`src/rtl/alu_wide_sequencer_pkg.sv`:
```
// Shared encodings for the wide-ALU byte sequencer: FSM states and the ALU
// select-class bit (S[2]) that separates arithmetic from logic operations.
package alu_wide_sequencer_pkg;

    typedef enum logic [1:0] {
        ST_IDLE = 2'd0,
        ST_RUN  = 2'd1,
        ST_DONE = 2'd2
    } seq_state_t;

    localparam logic ALU_ARITH = 1'b0;
    localparam logic ALU_LOGIC = 1'b1;

endpackage

```
`src/rtl/alu_wide_sequencer.sv`:
```
// Slices one multi-byte op into LSB-first bytes for an external 8-bit ALU, chaining carry.
// Latency: result valid WORDS cycles after the accept edge; one op per WORDS+2 cycles.
// Backpressure: op_ready only in IDLE; result held in DONE until res_ready.
module alu_wide_sequencer
    import alu_wide_sequencer_pkg::*;
#(
    parameter int WORDS = 2
) (
    input  logic                 clk,
    input  logic                 rst_n,
    input  logic                 op_valid,
    output logic                 op_ready,
    input  logic [8*WORDS-1:0]   op_a,
    input  logic [8*WORDS-1:0]   op_b,
    input  logic [2:0]           op_sel,
    input  logic                 op_cin,
    output logic [7:0]           alu_a,
    output logic [7:0]           alu_b,
    output logic                 alu_cin,
    output logic [2:0]           alu_s,
    input  logic [7:0]           alu_data,
    input  logic                 alu_cout,
    input  logic                 alu_ovf,
    output logic                 res_valid,
    input  logic                 res_ready,
    output logic [8*WORDS-1:0]   res_data,
    output logic                 res_cout,
    output logic                 res_ovf,
    output logic                 res_zero
);

    localparam int IW = (WORDS > 1) ? $clog2(WORDS) : 1;
    localparam logic [IW-1:0] LAST_IDX = IW'(WORDS - 1);

    seq_state_t              state, state_nxt;
    logic [IW-1:0]           idx;
    logic [WORDS-1:0][7:0]   a_q, b_q, res_q;
    logic [2:0]              sel_q;
    logic                    cin_q;
    logic                    carry_q;
    logic                    res_cout_q;
    logic                    res_ovf_q;
    logic                    last_byte;
    logic                    is_arith;

    assign last_byte = (idx == LAST_IDX);
    assign is_arith  = (sel_q[2] == ALU_ARITH);

    always_comb begin
        state_nxt = state;
        op_ready  = 1'b0;
        res_valid = 1'b0;
        case (state)
            ST_IDLE: begin
                op_ready = 1'b1;
                if (op_valid) state_nxt = ST_RUN;
            end
            ST_RUN: begin
                if (last_byte) state_nxt = ST_DONE;
            end
            ST_DONE: begin
                res_valid = 1'b1;
                if (res_ready) state_nxt = ST_IDLE;
            end
            default: state_nxt = ST_IDLE;
        endcase
    end

    // Only byte 0 of an arithmetic op takes the external carry; logic ops reuse op_cin as a sub-select.
    always_comb begin
        alu_a   = 8'h00;
        alu_b   = 8'h00;
        alu_s   = 3'b000;
        alu_cin = 1'b0;
        if (state == ST_RUN) begin
            alu_a   = a_q[idx];
            alu_b   = b_q[idx];
            alu_s   = sel_q;
            alu_cin = (is_arith && idx != '0) ? carry_q : cin_q;
        end
    end

    always_ff @(posedge clk) begin
        if (!rst_n) begin
            state <= ST_IDLE;
        end else begin
            state <= state_nxt;
        end
    end

    always_ff @(posedge clk) begin
        if (!rst_n) begin
            idx        <= '0;
            a_q        <= '0;
            b_q        <= '0;
            sel_q      <= 3'b000;
            cin_q      <= 1'b0;
            carry_q    <= 1'b0;
            res_q      <= '0;
            res_cout_q <= 1'b0;
            res_ovf_q  <= 1'b0;
        end else begin
            case (state)
                ST_IDLE: begin
                    if (op_valid) begin
                        a_q   <= op_a;
                        b_q   <= op_b;
                        sel_q <= op_sel;
                        cin_q <= op_cin;
                        idx   <= '0;
                    end
                end
                ST_RUN: begin
                    res_q[idx] <= alu_data;
                    carry_q    <= alu_cout;
                    if (last_byte) begin
                        res_cout_q <= is_arith & alu_cout;
                        res_ovf_q  <= is_arith & alu_ovf;
                    end else begin
                        idx <= idx + 1'b1;
                    end
                end
                default: ;
            endcase
        end
    end

    assign res_data = res_q;
    assign res_cout = res_cout_q;
    assign res_ovf  = res_ovf_q;
    assign res_zero = ~|res_q;

endmodule

```
`config.mk`:
```
export PLATFORM = sky130hd
export DESIGN_NAME = alu_wide_sequencer
export DESIGN_NICKNAME = d
export VERILOG_FILES = /design/src/rtl/alu_wide_sequencer_pkg.sv /design/src/rtl/alu_wide_sequencer.sv
export SDC_FILE = /design/constraint.sdc
export NUM_CORES = 1
export LEC_CHECK = 0
export BUFFER_PORTS_ARGS = -buffer_cell sky130_fd_sc_hd__clkbuf_2
export CAP_MARGIN = 15
export CORE_ASPECT_RATIO = 0.8
export CORE_MARGIN = 3
export CORE_UTILIZATION = 30
export DETAILED_ROUTE_END_ITERATION = 8
export SLEW_MARGIN = 5
export SYNTH_ARGS = -nofsm -noshare
export SYNTH_HDL_FRONTEND = slang
export SYNTH_SLANG_ARGS = --single-unit
export TNS_END_PERCENT = 10
```
`constraint.sdc`:
```
create_clock -name clk -period 3.52 [get_ports clk]
set_input_delay 0.176 -clock clk [delete_from_list [all_inputs] [get_ports clk]]
set_output_delay 0.176 -clock clk [all_outputs]
set_load 0.005 [all_outputs]
```
Word-level counts from Yosys, hierarchy flattened
Index checks and enable logic that the tools add are counted.
- word-level logic and storage cells: 55
- input port bits: 50
- output and inout bits: 41
- register bits: 58
- equal/unequal tests: 5
- bitwise logic cells: 3
- reduce and logical (&&, ||, !) cells: 10
- order comparisons: 2
- muxes and demuxes: 21
- add/subtract/negate cells: 1
- operators by type and width (kind ; number):
    8-bit two-way mux ; 7
    16-bit bitwise mux ; 1
    16-bit OR reduction ; 1
    8-bit demux with 1-bit select ; 1
    1-bit two-way mux ; 6
    2-bit two-way mux ; 3
    2-bit != test, second input constant ; 3
    2-bit one-hot mux with 3 select lines ; 1
    2-bit AND reduction ; 3
    3-bit two-way mux ; 1
    3-bit AND reduction ; 1
    1-bit bitwise AND ; 2
    2-bit by 1-bit equality test with 1-bit output, second input constant ; 1
    2-bit equality test, second input constant ; 1
    1-bit logical AND ; 2
    2-bit logical NOT ; 1
    1-bit by 2-bit < comparator with 1-bit output, second input constant ; 1
    1-bit one-hot mux with 2 select lines ; 1
    2-bit nonzero test ; 1
    1-bit adder, second input constant ; 1
    1-bit >= comparator, second input constant ; 1
    1-bit logical NOT ; 1
    1-bit NOT ; 1

Longest topological paths before layout
Gate-level depths: netlist (run 1).
- depth after elaboration: 5
- gate-level depth with buffers: 6
- gate-level depth less buffers: 3

Least setup slack after synthesis (run 1)
OpenSTA, ideal clock, no wires.
- path kind: flip-flop to flip-flop
- from: register state[0]
- to: register res_q, in the netlist res_data[7]
- path slack: 2243 ps
- period minus slack after synthesis: 1277 ps
- buffers on the path: 3
- required time: 3406 ps
- arrival time: 1164 ps
- library setup time: 114 ps
- cell stages (with the launch flop): 7
- cells stage by stage: dfxtp_1 > buf_4 > or3b_1 > buf_6 > buf_12 > nand3_2 > o21ai_2
- cells in the longest elaborated chain, start to end: 1
- ends and longest elaborated chain (what ; RTL line ; RTL):
    from (decl) ; alu_wide_sequencer.sv:35 ; seq_state_t state, state_nxt;
    from (signal assigned) ; alu_wide_sequencer.sv:87 ; state <= state_nxt;
    2-bit by 1-bit equality test with 1-bit output ; alu_wide_sequencer.sv:103 ; case (state)
    to (signal, indexed assignment) ; alu_wide_sequencer.sv:114 ; res_q[idx] <= alu_data;
    to (decl) ; alu_wide_sequencer.sv:37 ; logic [WORDS-1:0][7:0] a_q, b_q, res_q;
No other way between the ends.
A chain may end at the register's enable or synchronous reset.

Final worst setup path (run 1)
- from: register state[0]
- to: output alu_b[1]
- cells in the longest elaborated chain, start to end: 2
- ends and longest elaborated chain (what ; RTL line ; RTL):
    2-bit by 1-bit equality test with 1-bit output ; alu_wide_sequencer.sv:75 ; if (state == ST_RUN) begin
    8-bit two-way mux ; alu_wide_sequencer.sv:75 ;
    to (decl) ; alu_wide_sequencer.sv:18 ; output logic [7:0] alu_b,
No other way between the ends.

==> results.json, run 1 <==
{
  "final_nets": 426,
  "chipWidth_um": 108,
  "cp-start-kind": "flip-flop",
  "n_fill_cell": 882,
  "setup.worst_path.class": "flip-flop to primary output",
  "seq_area_frac_synth": 0.468,
  "grt_pass1_vias": 2081,
  "yosysTopAreaCell": "dfxtp_1",
  "row_count": 29,
  "cp.depth": 3,
  "grt_usage": 0.133,
  "clockBufferDepth": 2,
  "grt_max_degree": 106,
  "place_ws_ns": 1.93,
  "start_util": 0.311,
  "tightest_slew_ns": 0.981,
  "clock_latency_ns": 0.32,
  "min_from": "op_a[3]",
  "setup_tns_ns": 0,
  "synth_top_area_share": 0.468,
  "vias": 2253,
  "synth_edf_count": 0,
  "synth_cell_types": 30,
  "timing.slew.headroom": 0.346,
  "min_path_type": "input pin to flip-flop",
  "syn_inst": 300,
  "fin_skew_ns": 0.00673,
  "antenna_found_initial": 0,
  "hold_depth": 3,
  "powerDensity_mw_per_mm2": 531,
  "total_power_w": 0.00169,
  "path_buf_inv": 1,
  "hold_violations": 0,
  "grt_overflow": 0,
  "die_h_um": 87.3,
  "cts_tree": "yes",
  "hold_buffers": 0,
  "vias_per_cell": 4.61,
  "path_cells": "or2b_1 > nor2_1 > clkbuf_2",
  "clockRootBuffer": "clkbuf_8",
  "grtUsageMet2": 0.191,
  "cp_data_required_time_ns": 3.34,
  "ys_ff_latch": 58,
  "syn_area_mm2": 0.00248,
  "htree_levels": 3,
  "r2r_start": "state[0]",
  "crit_arrival_ns": 1.73,
  "numCtsBuffers": 9,
  "cts-resized-gates": 0,
  "multiInputGateArea_mm2": 0.00117,
  "drt_iter0_markers": 103,
  "setup_ws_ns": 1.62,
  "cap_violations": 0,
  "stdcell_count": 489,
  "grt_pass1_wl_um": 9800,
  "status": "finished, final reports clean",
  "finalSetupViolations": 0,
  "fin_crit_sh": 0.541,
  "fin_util": 0.400,
  "ios": 91,
  "hpwlAfterDp_um": 4100,
  "synth.avg_cell_area_um2": 8.27,
  "p_leak_nw": 1.34,
  "max_freq_mhz": 525,
  "grt.busiest_layer": "met2",
  "first_pass_iters": 4,
  "syn_to_final_growth_pct": 28.6,
  "path_max_fanout": 18,
  "reg2regPathDepth": 3,
  "grt_use_met3": 0.0586,
  "post_cts.repair.setup_buffers": 0,
  "crit_start": "state[0]",
  "cpPeakStageDelay_ns": 0.54,
  "worstSetupEndpointType": "primary output",
  "dp.cells": 473,
  "ir_worst_vdd_mv": 0.233,
  "postRouteAntennaNets": 0,
  "rsz0062_at_grt": "false",
  "yosysWarnings": 0,
  "slew_violations": 0,
  "drc": 0,
  "totalWireLength_um": 6070,
  "layout-drive-gt1-share": 0.310,
  "async_flop_share": 0,
  "cts_num_sinks": 58,
  "core_mm2": 0.00798,
  "die_area_mm2": 0.00940,
  "numPortBuffers": 90,
  "ys_top_cells_by_area": "dfxtp_1, nand3_1, o21ai_0",
  "synthFlopType": "dfxtp_1",
  "cp_top_family": "simple AND/OR/NAND/NOR gates",
  "insertedDiodeCount": 0,
  "clk_pin_slew_ns": 0.07,
  "routedWlPerCell_um": 12.4,
  "gp_congestion": 0.757,
  "slowest_stage": "or2b_1",
  "area.sequential_mm2": 0.00116,
  "grt_util_met1": 0.181,
  "synth_nets": 350,
  "finalCriticalPeriod_ns": 1.90
}
-- cells in the mapped netlist, types with 2 or more instances --
| library cell | count |
|---|---|
| nor4_1 | 4 |
| nand2_1 | 51 |
| o21ai_2 | 8 |
| nand4b_1 | 2 |
| clkbuf_1 | 9 |
| nor2b_1 | 3 |
| nor2_1 | 18 |
| buf_4 | 2 |
| buf_2 | 10 |
| mux2i_1 | 17 |
| o21ai_1 | 5 |
| and2_1 | 3 |
| o21ai_0 | 40 |
| nand3_1 | 53 |
| buf_1 | 3 |
| dfxtp_1 | 58 |
-- kinds of logic after synthesis --
| logic type | after synthesis | share of synthesized area |
|---|---|---|
| mux | 17 | 0.0686 |
| compound gates | 56 | 0.130 |
| simple gates | 142 | 0.274 |
| flops | 58 | 0.468 |
| buf+inv | 27 | 0.0590 |
-- worst reg2reg max path, stage by stage, from the launching register on --
cell     delay (ns)
dfxtp_1        0.48
or3b_1         0.70
nand3_1        0.23
o21ai_2        0.07
-- metal layers --
metal	part of all wire	wire length, um
met1	0.47	2880
met2	0.44	2680
met3	0.072	436
met4	0.012	74
met5	0	0
-- area by class of cell --
cell class | instances | share of cell area
clock buffers | 12 | 0.0486
well taps | 108 | 0.0424
clock inverters | 4 | 0.0306
flip-flops and latches | 58 | 0.364
repair buffers | 92 | 0.147
multi-input cells | 215 | 0.368
-- worst paths after layout --
kind,slack [ns],end
worst min register to register,0.45,cin_q
worst min-delay path,0.06,a_q[3]
worst max-delay path,1.62,alu_b[1]
worst max register to register,1.90,res_data[3]
-- cells in the final DEF (no fill, tap or decap) --
cell type    n
o21ai_1      5
nand2_1     51
or3b_1       1
a21boi_2     1
clkbuf_1     1
o21ai_2      8
nand2b_1     1
nor3b_4      1
a21boi_0     1
clkbuf_8    11
or2b_1       1
o21ai_0     40
nand3_1     53
o21a_1       1
and2_1       3
nor4_1       4
nor2b_1      3
buf_4        3
nand3b_1     1
nand4b_1     2
and3b_1      1
mux2i_1     17
and4_1       1
dfxtp_1     58
nor2_1      18
clkbuf_2    89
clkinvlp_4   1
bufinv_16    3
nand3_2      1
-- state kept, by name (all words and copies together), names as in the netlist, 2 cells and up --
signal and flops:
res_data 16, sel_q 3, state 2, a_q 16, b_q 16
-- metrics by stage --
stage	instance area (um2)	hold WS, ns
after global routing	3190	0.0579
after floorplan	2480	0.306
after detailed placement	2940	0.403
after global placement	2940	0.391
final	3190	0.0648
after CTS	3190	0.0470
-- where the power goes --
group / internal, W / switching, W
Sequential: 0.000700 / 0.0000265
Clock: 0.000509 / 0.000254
Combinational: 0.0000850 / 0.000118
Note: power is estimated with default switching activity, not from simulation.
==> run 2: changes to the inputs <==
==> constraint.sdc (replaced) <==
create_clock -name clk -period 1.8 [get_ports clk]
set_input_delay 0.09 -clock clk [delete_from_list [all_inputs] [get_ports clk]]
set_output_delay 0.09 -clock clk [all_outputs]
set_load 0.005 [all_outputs]
==> run 2 against run 1 <==
Die area unchanged. Cell count is 9.2% higher. Critical path depth is 1 higher. Utilization rose by 4.9 points. Clock power rose by 41%. First-iteration DRC count grew 45%. Final area is 12% higher. Clock-buffer cell count increased by 2.
==> results.json, run 2 (same netlist as run 1, synthesis figures left out) <==
{
  "numPortBuffers": 90,
  "htree_levels": 3,
  "layout-drive-gt1-share": 0.286,
  "fin_skew_ns": 0.00725,
  "start_util": 0.311,
  "cap_violations": 0,
  "cts-resized-gates": 0,
  "grt_overflow": 0,
  "final_nets": 471,
  "die_h_um": 87.3,
  "rsz0062_at_grt": "false",
  "insertedDiodeCount": 0,
  "worstSetupEndpointType": "primary output",
  "path_max_fanout": 11,
  "crit_arrival_ns": 1.54,
  "grt_pass1_vias": 2282,
  "tightest_slew_ns": 0.748,
  "gp_congestion": 0.752,
  "clock_latency_ns": 0.33,
  "setup_tns_ns": 0,
  "grt_pass1_wl_um": 10900,
  "status": "finished, final reports clean",
  "ir_worst_vdd_mv": 0.337,
  "final_cell_mix": "clkbuf_2, dfxtp_1, nand3_1",
  "post_cts.repair.setup_buffers": 0,
  "grt_max_degree": 74,
  "chipWidth_um": 108,
  "cts_tree": "yes",
  "cts_num_sinks": 58,
  "numCtsBuffers": 9,
  "hpwlAfterDp_um": 4340,
  "clockRootBuffer": "clkbuf_8",
  "antenna_found_initial": 0,
  "finalCriticalPeriod_ns": 1.63,
  "p_leak_nw": 1.51,
  "fin_crit_sh": 0.908,
  "setup.worst_path.class": "flip-flop to primary output",
  "max_freq_mhz": 612,
  "drt_iter0_markers": 149,
  "postRouteAntennaNets": 0,
  "first_pass_iters": 4,
  "slew_violations": 0,
  "cp-start-kind": "flip-flop",
  "finalSetupViolations": 0,
  "drc": 0,
  "totalWireLength_um": 6680,
  "timing.slew.headroom": 0.501,
  "row_count": 29,
  "place_ws_ns": 0.187,
  "vias_per_cell": 4.54,
  "clk_pin_slew_ns": 0.06,
  "core_mm2": 0.00798,
  "die_area_mm2": 0.00940,
  "syn_to_final_growth_pct": 44.5,
  "min_path_type": "input pin to flip-flop",
  "grt_usage": 0.149,
  "ios": 91,
  "hold_violations": 0,
  "cp_data_required_time_ns": 1.71,
  "fin_hold_ws_ns": 0.0252,
  "final_common_cell": "clkbuf_2",
  "powerDensity_mw_per_mm2": 838,
  "vias": 2427,
  "setup_ws_ns": 0.166,
  "clockBufferDepth": 2,
  "routedWlPerCell_um": 12.5
}
[run 2: layout make-up]
type	instances	area (um2)
clock inverters	2	10.0
multi-input cells	215	1170
flip-flops and latches	58	1160
fillers	800	4400
well taps	108	135
repair buffers	137	931
clock buffers	14	173
[run 2: layer usage]
layer  wire [um]  global-route usage  share of wire  vias to the layer above
met3         327              0.0526          0.049                        7
met2        3030               0.237           0.45                       54
li1            -                   -              -                     1276
met1        3230               0.187           0.48                     1090
met4          94              0.0573          0.014                        0
met5           0                   0              0                        -
[run 2: power by group]
part	internal, W	switching (W)	total (W)
Combinational	0.000243	0.000253	0.000495
Sequential	0.00137	0.0000524	0.00142
Clock	0.000609	0.000475	0.00108
[run 2: final timing paths]
| kind | from | end | slack [ns] | depth (start not counted) |
|---|---|---|---|---|
| worst max register to register | state[0] | res_data[4] | 0.18 | 3 |
| worst max-delay path | state[0] | alu_b[1] | 0.17 | 4 |
| worst min register to register | res_ovf | res_ovf | 0.45 | 2 |
| worst min-delay path | alu_data[1] | res_data[1] | 0.03 | 3 |
[run 2: worst max-delay path, cell delays in order (launching register included)]
cell and delay, ns:
dfxtp_1 0.48, or2b_1 0.28, buf_4 0.19, nor2_1 0.15, clkbuf_2 0.13
[run 2: repair_timing]
item                                   in CTS  in global routing
setup endpoints to repair                   0                  0
endpoints found under the hold margin      40                  0
hold buffers                               40                  0
[run 2: per-stage QoR]
step	area, um2	std cells	total power (W)	util
after floorplan	2480	300	0.00172	-
after global placement	3000	478	0.00187	0.376
after detailed placement	3000	478	0.00188	0.376
after CTS	3580	534	0.00305	0.449
after global routing	3580	534	0.00319	0.449
final	3580	534	0.00300	0.449
==> run 3: changes to the inputs <==
--- a/config.mk
+++ b/config.mk
@@ -8,9 +8,10 @@
 export BUFFER_PORTS_ARGS = -buffer_cell sky130_fd_sc_hd__clkbuf_2
 export CAP_MARGIN = 15
 export CORE_ASPECT_RATIO = 0.8
-export CORE_MARGIN = 3
+export CORE_MARGIN = 2
 export CORE_UTILIZATION = 30
 export DETAILED_ROUTE_END_ITERATION = 8
+export RECOVER_POWER = 100
 export SLEW_MARGIN = 5
 export SYNTH_ARGS = -nofsm -noshare
 export SYNTH_HDL_FRONTEND = slang
==> run 3 against run 2 <==
Utilization is essentially flat. Die area decreased by 4.1%. Wire length down 1.3%. Via count increased by 0.33%. Hold slack better by 0.00088 ns. Sequential power about the same. Critical endpoint unchanged. Largest cell class is now sequential cells.
==> results.json, run 3 (same netlist as run 1, synthesis figures left out) <==
{
  "drc": 0,
  "totalWireLength_um": 6590,
  "cap_violations": 0,
  "first_pass_iters": 4,
  "clkPwrFrac": 0.444,
  "numPortBuffers": 90,
  "dp.cells": 475,
  "clk_pin_slew_ns": 0.07,
  "row_count": 29,
  "die_h_um": 85.3,
  "antenna_found_initial": 0,
  "powerDensity_mw_per_mm2": 943,
  "cp_top_family": "flip-flops",
  "setup_ws_ns": 0.161,
  "vias": 2435,
  "htree_levels": 3,
  "vias_per_cell": 4.57,
  "max_freq_mhz": 610,
  "syn_to_final_growth_pct": 44.6,
  "rrSetupSlack_ns": 0.27,
  "rsz0062_at_grt": "false",
  "layout-drive-gt1-share": 0.226,
  "multiInputGateArea_mm2": 0.00114,
  "core_mm2": 0.00798,
  "ios": 91,
  "finalCriticalPeriod_ns": 1.64,
  "clockBufferDepth": 2,
  "combPwrFrac": 0.135,
  "final_cell_mix": "clkbuf_2, dfxtp_1, nand3_1",
  "chipWidth_um": 106,
  "slew_violations": 0,
  "area.sequential_mm2": 0.00116,
  "path_buf_inv": 2,
  "grt_overflow": 0,
  "timing.slew.headroom": 0.567,
  "clockRootBuffer": "clkbuf_8",
  "dpl-instance-area_mm2": 0.00298,
  "grt_max_degree": 74,
  "fin_util": 0.449,
  "start_util": 0.311,
  "cts_num_sinks": 58,
  "min_path_type": "input pin to flip-flop",
  "routedWlPerCell_um": 12.4,
  "stdcell_count": 533,
  "n_fill_cell": 831,
  "place_ws_ns": 0.220,
  "finalSetupViolations": 0,
  "switching_share": 0.236,
  "p_leak_nw": 1.46,
  "crit_arrival_ns": 1.55,
  "status": "finished, final reports clean",
  "insertedDiodeCount": 0,
  "final_common_cell": "clkbuf_2",
  "slowest_stage": "dfxtp_1",
  "path_max_fanout": 15,
  "drt_iter0_markers": 117,
  "numCtsBuffers": 9,
  "final_nets": 470,
  "setup_tns_ns": 0,
  "cp-start-kind": "flip-flop",
  "tightest_slew_ns": 0.650,
  "hpwlAfterDp_um": 4240,
  "hold_violations": 0,
  "die_area_mm2": 0.00901,
  "worstSetupEndpointType": "primary output",
  "ir_worst_vdd_mv": 0.500,
  "setup.worst_path.class": "flip-flop to primary output",
  "postRouteAntennaNets": 0,
  "net-switching-power_w": 0.000798,
  "clock_latency_ns": 0.33,
  "grt_usage": 0.148,
  "fin_skew_ns": 0.00656,
  "fin_crit_sh": 0.910,
  "cp_data_required_time_ns": 1.71,
  "cts_tree": "yes",
  "final_cell_area_mm2": 0.00359,
  "internal_power_w": 0.00258,
  "path_cells": "buf_4 > mux2i_1 > nor2_1 > clkbuf_2",
  "cpPeakStageDelay_ns": 0.47,
  "p_seq_frac": 0.421,
  "grt_pass1_wl_um": 10600,
  "gp_congestion": 0.824,
  "grt_pass1_vias": 2278
}
[run 3: cell count changes in the layout (fill, tap and decap cells not counted), moves of 5 or more]
cell | previous run | this run
clkbuf_2 | 89 | 71
clkbuf_1 | 2 | 16
o21ai_2 | 8 | 1
o21ai_0 | 40 | 52
o21ai_1 | 5 | 0
[run 3: worst reg2reg max path: stages, from the launching register on]
cell      delay [ns]
dfxtp_1         0.38
nor3b_4         0.20
clkbuf_4        0.57
nand3_1         0.21
o21ai_0         0.10
[run 3: area by class of cell]
type                    instances  area share
flip-flops and latches         58       0.324
multi-input cells             215       0.319
repair buffers                136       0.249
clock buffers                  11      0.0422
well taps                     108      0.0377
clock inverters                 5      0.0279
[run 3: repair_timing]
item | CTS | global route
hold buffers | 42 | 0
setup buffers | 0 | 0
cloned | 0 | 0
endpoints found under the setup margin | 7 | 12
hold endpoints to repair | 42 | 0
gates resized for setup | 1 | 1
[run 3: power by group through the flow]
stage / clock network (W) / logic, W / registers [W]
2_1_floorplan: 0 / 0.000286 / 0.00143
3_5_place_dp: 0 / 0.000412 / 0.00145
6_report: 0.00150 / 0.000457 / 0.00142
3_3_place_gp: 0 / 0.000409 / 0.00145
5_1_grt: 0.00161 / 0.000515 / 0.00144
4_1_cts: 0.00155 / 0.000487 / 0.00142
[run 3: final timing paths]
| kind | from | endpoint | cells past startpoint |
|---|---|---|---|
| setup reg to reg | state[1] | a_q[11] | 4 |
| hold / removal | alu_data[5] | res_data[13] | 3 |
| hold reg to reg | res_cout | res_cout | 2 |
| setup / recovery | idx | alu_b[1] | 4 |
[run 3: per-stage QoR]
| stage | hold slack (ns) | total power, W |
|---|---|---|
| final | 0.0261 | 0.00338 |
| after global routing | 0.0326 | 0.00356 |
| after CTS | 0.00742 | 0.00346 |
| after detailed placement | 0.310 | 0.00186 |
| after global placement | 0.307 | 0.00186 |
| after floorplan | 0.220 | 0.00172 |
[run 3: per-layer routing]
metal  track usage  up-vias  wire length [um]
li1              -     1274                 -
met1         0.183     1086              3100
met2         0.238       67              3070
met3        0.0561        8               344
met4        0.0502        0                77
met5             0        -                 0
